## config.mk

```make
export PLATFORM = sky130hd
export DESIGN_NAME = vga_timing_gen
export DESIGN_NICKNAME = d
export VERILOG_FILES = /design/src/rtl/vga_pkg.sv /design/src/rtl/vga_axis_ctr.sv /design/src/rtl/vga_timing_gen.sv
export SDC_FILE = /design/constraint.sdc
export NUM_CORES = 1
export LEC_CHECK = 0
export CORE_ASPECT_RATIO = 1.4
export CORE_MARGIN = 3
export CORE_UTILIZATION = 35
export CTS_CLUSTER_SIZE = 25
export DETAILED_ROUTE_END_ITERATION = 7
export DONT_BUFFER_PORTS = 1
export PLACE_DENSITY = 0.59
export SLEW_MARGIN = 20
export SYNTH_ARGS = -nofsm -noshare
export SYNTH_HDL_FRONTEND = slang
export SYNTH_SLANG_ARGS = --single-unit
export TNS_END_PERCENT = 20
```

## constraint.sdc

```tcl
create_clock -name clk -period 2.84 [get_ports clk]
set_clock_uncertainty 0.05 [all_clocks]
set_input_delay 0.568 -clock clk [delete_from_list [all_inputs] [get_ports clk]]
set_output_delay 0.568 -clock clk [all_outputs]
set_load 0.01 [all_outputs]
```

## src/rtl/vga_pkg.sv

```systemverilog
// -----------------------------------------------------------------------------
// vga_pkg
// Shared definitions for the VGA timing generator:
//   - vga_mode_t   : one complete set of horizontal/vertical timing numbers
//   - MODE_*       : named standard resolutions
//   - axis_total() : line/frame length from the four per-axis parameters
//   - h_total() / v_total() : the same, applied to a vga_mode_t
// -----------------------------------------------------------------------------
package vga_pkg;

    typedef struct packed {
        int   h_active;
        int   h_fp;
        int   h_sync;
        int   h_bp;
        int   v_active;
        int   v_fp;
        int   v_sync;
        int   v_bp;
        logic hs_pol;
        logic vs_pol;
    } vga_mode_t;

    localparam vga_mode_t MODE_800X600_60 = '{
        h_active: 800, h_fp: 40, h_sync: 128, h_bp: 88,
        v_active: 600, v_fp: 1,  v_sync: 4,   v_bp: 23,
        hs_pol: 1'b1, vs_pol: 1'b1
    };

    localparam vga_mode_t MODE_640X480_60 = '{
        h_active: 640, h_fp: 16, h_sync: 96,  h_bp: 48,
        v_active: 480, v_fp: 10, v_sync: 2,   v_bp: 33,
        hs_pol: 1'b0, vs_pol: 1'b0
    };

    localparam vga_mode_t MODE_1024X768_60 = '{
        h_active: 1024, h_fp: 24, h_sync: 136, h_bp: 160,
        v_active: 768,  v_fp: 3,  v_sync: 6,   v_bp: 29,
        hs_pol: 1'b0, vs_pol: 1'b0
    };

    function automatic int axis_total(input int active, input int fp,
                                      input int sync, input int bp);
        return active + fp + sync + bp;
    endfunction

    function automatic int h_total(input vga_mode_t m);
        return axis_total(m.h_active, m.h_fp, m.h_sync, m.h_bp);
    endfunction

    function automatic int v_total(input vga_mode_t m);
        return axis_total(m.v_active, m.v_fp, m.v_sync, m.v_bp);
    endfunction

endpackage

```

## src/rtl/vga_axis_ctr.sv

```systemverilog
// -----------------------------------------------------------------------------
// vga_axis_ctr
// One timing axis: a 0..TOTAL-1 counter with its blank and sync decode.
// Used once for the horizontal axis and once for the vertical axis.
//
// Ports:
//   clk     in   system clock
//   rst     in   synchronous reset, active low
//   i_inc   in   advance the counter this cycle
//   o_cnt   out  current position, 0..TOTAL-1 (registered)
//   o_sync  out  sync at polarity POL, aligned to o_cnt (registered)
//   o_blnk  out  high while o_cnt >= ACTIVE, aligned to o_cnt (registered)
//   o_wrap  out  combinational: this cycle's increment takes the counter
//                from TOTAL-1 back to 0
// -----------------------------------------------------------------------------
module vga_axis_ctr
    import vga_pkg::*;
#(
    parameter int   ACTIVE = 800,
    parameter int   FP     = 40,
    parameter int   SYNC   = 128,
    parameter int   BP     = 88,
    parameter logic POL    = 1'b1,
    parameter int   CNT_W  = 11
) (
    input  logic             clk,
    input  logic             rst,
    input  logic             i_inc,
    output logic [CNT_W-1:0] o_cnt,
    output logic             o_sync,
    output logic             o_blnk,
    output logic             o_wrap
);

    localparam int               TOTAL    = axis_total(ACTIVE, FP, SYNC, BP);
    localparam logic [CNT_W-1:0] LAST     = CNT_W'(TOTAL - 1);
    // Thresholds kept 32 bits wide so a sync pulse ending exactly at
    // 2^CNT_W (zero back porch, full-range counter) cannot alias to 0.
    localparam logic [31:0]      BLNK_BEG = 32'(ACTIVE);
    localparam logic [31:0]      SYNC_BEG = 32'(ACTIVE + FP);
    localparam logic [31:0]      SYNC_END = 32'(ACTIVE + FP + SYNC);

    logic [CNT_W-1:0] r_cnt;
    logic             r_sync;
    logic             r_blnk;
    logic [CNT_W-1:0] w_next_cnt;
    logic             w_at_last;
    logic             w_sync_act;

    assign w_at_last = (r_cnt == LAST);
    assign o_wrap    = i_inc & w_at_last;

    // NOTE: every variable assigned in always_comb gets a default first, so no
    // path through the block can leave it unassigned and infer a latch.
    always_comb begin
        w_next_cnt = r_cnt;
        if (i_inc) begin
            w_next_cnt = w_at_last ? '0 : r_cnt + CNT_W'(1);
        end
    end

    // Decode looks at the next count so sync/blank flip on the same edge as
    // the counter value they describe.
    assign w_sync_act = (32'(w_next_cnt) >= SYNC_BEG) &&
                        (32'(w_next_cnt) <  SYNC_END);

    // NOTE: sequential state uses non-blocking assignments so every flop
    // samples the pre-edge values, independent of statement order.
    always_ff @(posedge clk) begin
        if (!rst) begin
            r_cnt  <= '0;
            r_blnk <= 1'b0;
            r_sync <= ~POL;
        end else begin
            r_cnt  <= w_next_cnt;
            r_blnk <= (32'(w_next_cnt) >= BLNK_BEG);
            r_sync <= w_sync_act ? POL : ~POL;
        end
    end

    assign o_cnt  = r_cnt;
    assign o_sync = r_sync;
    assign o_blnk = r_blnk;

endmodule

```

## src/rtl/vga_timing_gen.sv

```systemverilog
// -----------------------------------------------------------------------------
// vga_timing_gen
// Parametrised VGA timing source: pixel-clock prescaler, horizontal and
// vertical counters with sync/blank decode, end-of-frame strobe and a
// completed-frame counter. All outputs come straight from flops.
//
// Ports:
//   clk        in   system clock
//   rst        in   synchronous reset, active low
//   pix_en     out  one-clk pixel tick, every CLK_DIV cycles
//   hcount     out  pixel column, 0..H_TOTAL-1
//   vcount     out  line, 0..V_TOTAL-1
//   hsync      out  horizontal sync, active level HS_POL
//   vsync      out  vertical sync, active level VS_POL
//   hblnk      out  horizontal blanking, active high
//   vblnk      out  vertical blanking, active high
//   frame_end  out  one-clk strobe in the cycle (0,0) follows a frame wrap
//   frame_cnt  out  completed frames, modulo 2^FRAME_W
// -----------------------------------------------------------------------------
module vga_timing_gen
    import vga_pkg::*;
#(
    parameter int   H_ACTIVE = MODE_800X600_60.h_active,
    parameter int   H_FP     = MODE_800X600_60.h_fp,
    parameter int   H_SYNC   = MODE_800X600_60.h_sync,
    parameter int   H_BP     = MODE_800X600_60.h_bp,
    parameter int   V_ACTIVE = MODE_800X600_60.v_active,
    parameter int   V_FP     = MODE_800X600_60.v_fp,
    parameter int   V_SYNC   = MODE_800X600_60.v_sync,
    parameter int   V_BP     = MODE_800X600_60.v_bp,
    parameter logic HS_POL   = MODE_800X600_60.hs_pol,
    parameter logic VS_POL   = MODE_800X600_60.vs_pol,
    parameter int   CLK_DIV  = 1,
    parameter int   CNT_W    = 11,
    parameter int   FRAME_W  = 16
) (
    input  logic               clk,
    input  logic               rst,
    output logic               pix_en,
    output logic [CNT_W-1:0]   hcount,
    output logic [CNT_W-1:0]   vcount,
    output logic               hsync,
    output logic               vsync,
    output logic               hblnk,
    output logic               vblnk,
    output logic               frame_end,
    output logic [FRAME_W-1:0] frame_cnt
);

    localparam int     H_TOTAL   = axis_total(H_ACTIVE, H_FP, H_SYNC, H_BP);
    localparam int     V_TOTAL   = axis_total(V_ACTIVE, V_FP, V_SYNC, V_BP);
    localparam longint CNT_RANGE = longint'(1) << CNT_W;
    localparam int     DIV_W     = (CLK_DIV > 1) ? $clog2(CLK_DIV) : 1;
    localparam logic [DIV_W-1:0] DIV_LAST = DIV_W'(CLK_DIV - 1);

    // Parameter sanity, caught at elaboration.
    if (longint'(H_TOTAL) > CNT_RANGE) begin : g_chk_h_total
        $error("vga_timing_gen: H_TOTAL %0d does not fit CNT_W=%0d", H_TOTAL, CNT_W);
    end
    if (longint'(V_TOTAL) > CNT_RANGE) begin : g_chk_v_total
        $error("vga_timing_gen: V_TOTAL %0d does not fit CNT_W=%0d", V_TOTAL, CNT_W);
    end
    if (CLK_DIV < 1) begin : g_chk_clk_div
        $error("vga_timing_gen: CLK_DIV must be at least 1");
    end
    if (H_SYNC == 0 || V_SYNC == 0) begin : g_chk_sync
        $error("vga_timing_gen: sync widths must be non-zero");
    end

    logic [DIV_W-1:0]   r_div;
    logic               r_pix_en;
    logic               r_frame_end;
    logic [FRAME_W-1:0] r_frame_cnt;
    logic               w_h_wrap;
    logic               w_v_wrap;
    logic               w_v_inc;

    // Prescaler. pix_en is registered from "prescaler at its last count", so
    // the first tick lands in the CLK_DIV-th cycle after reset releases and
    // the counters move on the edge that closes that cycle.
    always_ff @(posedge clk) begin
        if (!rst) begin
            r_div    <= '0;
            r_pix_en <= 1'b0;
        end else begin
            r_div    <= (r_div == DIV_LAST) ? '0 : r_div + DIV_W'(1);
            r_pix_en <= (r_div == DIV_LAST);
        end
    end

    vga_axis_ctr #(
        .ACTIVE (H_ACTIVE),
        .FP     (H_FP),
        .SYNC   (H_SYNC),
        .BP     (H_BP),
        .POL    (HS_POL),
        .CNT_W  (CNT_W)
    ) u_h_ctr (
        .clk    (clk),
        .rst    (rst),
        .i_inc  (r_pix_en),
        .o_cnt  (hcount),
        .o_sync (hsync),
        .o_blnk (hblnk),
        .o_wrap (w_h_wrap)
    );

    assign w_v_inc = r_pix_en & w_h_wrap;

    vga_axis_ctr #(
        .ACTIVE (V_ACTIVE),
        .FP     (V_FP),
        .SYNC   (V_SYNC),
        .BP     (V_BP),
        .POL    (VS_POL),
        .CNT_W  (CNT_W)
    ) u_v_ctr (
        .clk    (clk),
        .rst    (rst),
        .i_inc  (w_v_inc),
        .o_cnt  (vcount),
        .o_sync (vsync),
        .o_blnk (vblnk),
        .o_wrap (w_v_wrap)
    );

    // A frame wrap is the vertical wrap (which already implies the horizontal
    // wrap on a pix_en cycle). Registering it puts frame_end in the same cycle
    // as the (0,0) it announces; reset never produces one.
    always_ff @(posedge clk) begin
        if (!rst) begin
            r_frame_end <= 1'b0;
            r_frame_cnt <= '0;
        end else begin
            r_frame_end <= w_v_wrap;
            if (w_v_wrap) begin
                r_frame_cnt <= r_frame_cnt + FRAME_W'(1);
            end
        end
    end

    assign pix_en    = r_pix_en;
    assign frame_end = r_frame_end;
    assign frame_cnt = r_frame_cnt;

endmodule
```

==> flow_summary.yaml <==
yosys:
  ys_top_cells_by_area: "dfxtp_1 (40%), nor2_1 (7.5%), xor2_1 (7.0%), nand2_1 (3.7%), xnor2_1 (3.5%)"
  avgSynthCellArea_um2: 8.40
  yosysTopAreaCell: "dfxtp_1"
  ys_seq_area_share_pct: 40.2
  synth_area_mm2: 0.00224
  async_flop_share_pct: 0
  synth_top_area_share_pct: 40.2
  synth-seq-cells: 45
  ys_warn_count: 0
  synth-edff-count: 0
  synth_fp_nets: 272
  syn_inst: 267
  synth.distinct_cells: 50
  synth_ff_type: "dfxtp_1"
layout:
  layout-area-overhead-vs-synth_pct: 8.98
  antenna_cells: 0
  fillers: 621
  drive_gt1_share_pct: 8.12
  final_cell_mix: "nor2_1 (45), dfxtp_1 (45), nand2_1 (22)"
  final_area_mm2: 0.00244
  final_net_count: 275
critical_path:
  critical_path.max_stage_delay_ns: 0.68
  reg2regPathDepth: 7
  path_class: "reg -> reg"
  crit_buf_inv: 1
  worst-path-max-fanout: 11
  start_kind: "flop"
  cp.required_ns: 3.02
  r2r_start: "u_h_ctr.o_cnt[1]"
  critical-path-slowest-cell: "or4_1"
  worstPathArrival_ns: 2.65
  end_kind: "flop"
  cpLargestDelayFamily: "simple AND/OR/NAND/NOR gates"
  r2r_end: "u_v_ctr.o_cnt[7]"
  worstPathCellList: "ha_1, nand3_1, or4_1, buf_4, nor2_1, nand2_1, a21oi_1"
  r2r_slack_ns: 0.37
status:
  status: "complete, no violations"
placement:
  globalplace.congestion: 0.834
  placed_area_mm2: 0.00233
  io_buffers: 0
  hpwl_um: 3830
  pre_cts_slack_ns: 0.360
clocking:
  tritoncts: "done"
  cts-resized-gates: 0
  postCtsHoldBufs: 0
  worstSkewPairLatency_ns: 0.31
  clock_sinks: 45
  post_cts_buffers: 0
  cts_buffer_depth: 2
  root_buffer: "clkbuf_8"
  htree_levels: 2
  clk_pin_slew_ns: 0.09
  cts_buffers: 5
pwr:
  ir_worst_vdd_v: 0.000279
  power_density_mw_per_mm2: 471
  p_leak_nw: 0.845
sta:
  max_slew_margin_pct: 66.0
  holdWs_ns: 0.326
  finalWorstSetupSlack_ns: 0.367
  rsz0062_at_grt: "false"
  post-route-min-period_ns: 2.47
  tightestPinTransition_ns: 0.510
  slew_viol_final: 0
  setup_viol: 0
  tns_ns: 0
  hold_violations: 0
  max_clock_freq_mhz: 404
  fin_crit_sh_pct: 87.1
min_path:
  min_path_type: "in -> reg"
  min-delay-start: "rst"
  worstHoldPathCells: 1
  worstHoldEndpoint: "u_v_ctr.o_cnt[6]"
routing:
  vias: 1861
  post-route-drc-count: 0
  drt_iter0_markers: 68
  routed_wl_um: 5200
  post_drt_wl_per_cell_um: 15.3
  first_pass_iters: 4
  via_per_inst: 5.46
  ant_nets: 0
grt:
  grt_remaining_overflow: 0
  grt_pass1_vias: 1779
  grt_usage_pct: 14.7
  grt_pass1_wl_um: 8580
  grt_start_max_net_pins: 29
  grt_antenna_before_repair: 0
floorplan:
  io_pins: 46
  core_region_area_mm2: 0.00603
  die_y_um: 101
  die_area_mm2: 0.00742
  die_w_um: 73.7
  num_rows: 33
  initial_utilization_pct: 37.2
run:
  cap_violations: 0
==> cells in the mapped netlist, drive strengths merged, types with 2 or more instances <==
cell type,number
nor4,7
nor3,9
o21ai,9
and2,4
xor2,18
nand3,13
clkbuf,5
inv,6
a22oi,2
and3,6
nand4,8
xnor2,9
ha,3
nand2,22
and4,2
or4,2
o211a,2
buf,6
dfxtp,45
a21oi,12
nor2,45
mux2i,5
or3,7
nor2b,2
==> metrics by stage <==
step                      util (%)  cells  total power [W]
after CTS                     40.6    341          0.00117
after detailed placement      38.7    333         0.000674
final                         40.6    341          0.00115
after floorplan                  -    267         0.000667
after global routing          40.6    341          0.00119
after global placement        38.7    333         0.000673
==> power by group <==
part / internal [W] / switching [W]
logic: 0.00000628 / 0.0000157
clock network: 0.000264 / 0.000228
registers: 0.000634 / 0.00000239
==> layer usage <==
layer	track usage [%]	wire length, µm
met1	15.4	2080
met2	26.2	2680
met3	4.69	339
met4	6.14	106
met5	0	0
==> kinds of logic (layout without fill, tap and decap cells) <==
| logic type | after synthesis | after routing | share of synthesized area, % |
|---|---|---|---|
| adders and majority gates | 3 | 3 | 1.67 |
| buffers and inverters | 17 | 21 | 3.23 |
| AOI/OAI and AO/OA | 34 | 34 | 10.3 |
| DFF | 45 | 45 | 40.2 |
| other | 1 | 1 | 0.167 |
| muxes | 5 | 5 | 2.23 |
| xor gates and xnor gates | 27 | 27 | 10.5 |
| and+or+nand+nor | 135 | 135 | 31.7 |
==> flip-flops by register name, indices dropped and copies added, names as in the netlist <==
name,count
pix_en,1
u_h_ctr.o_blnk,1
u_v_ctr.o_cnt,11
u_h_ctr.o_sync,1
frame_end,1
u_v_ctr.o_sync,1
u_v_ctr.o_blnk,1
r_div,1
u_h_ctr.o_cnt,11
frame_cnt,16
==> how the worst max path moves through the flow <==
| stage | from | endpoint | slack, ns | cells after the start |
|---|---|---|---|---|
| after floorplan | u_v_ctr.o_cnt[0] | frame_cnt[10] | 0.46 | 7 |
| after global placement | u_h_ctr.o_cnt[1] | u_v_ctr.o_cnt[7] | 0.46 | 7 |
| after detailed placement | u_h_ctr.o_cnt[1] | u_v_ctr.o_sync | 0.36 | 7 |
| after CTS | u_h_ctr.o_cnt[1] | u_v_ctr.o_sync | 0.35 | 7 |
| after global routing | u_h_ctr.o_cnt[1] | u_v_ctr.o_cnt[7] | 0.14 | 7 |
| final | u_h_ctr.o_cnt[1] | u_v_ctr.o_cnt[7] | 0.37 | 7 |
==> area by class of cell <==
class	instances	area (µm²)	share of cell area, %
clock inverters	2	38.8	1.59
clock buffers	6	72.6	2.97
inverters	6	22.5	0.921
repair buffers	7	52.6	2.15
well taps	70	87.6	3.58
multi-input cells	205	1270	51.9
flip-flops and latches	45	901	36.8
Power figures use the tool's default switching activity.
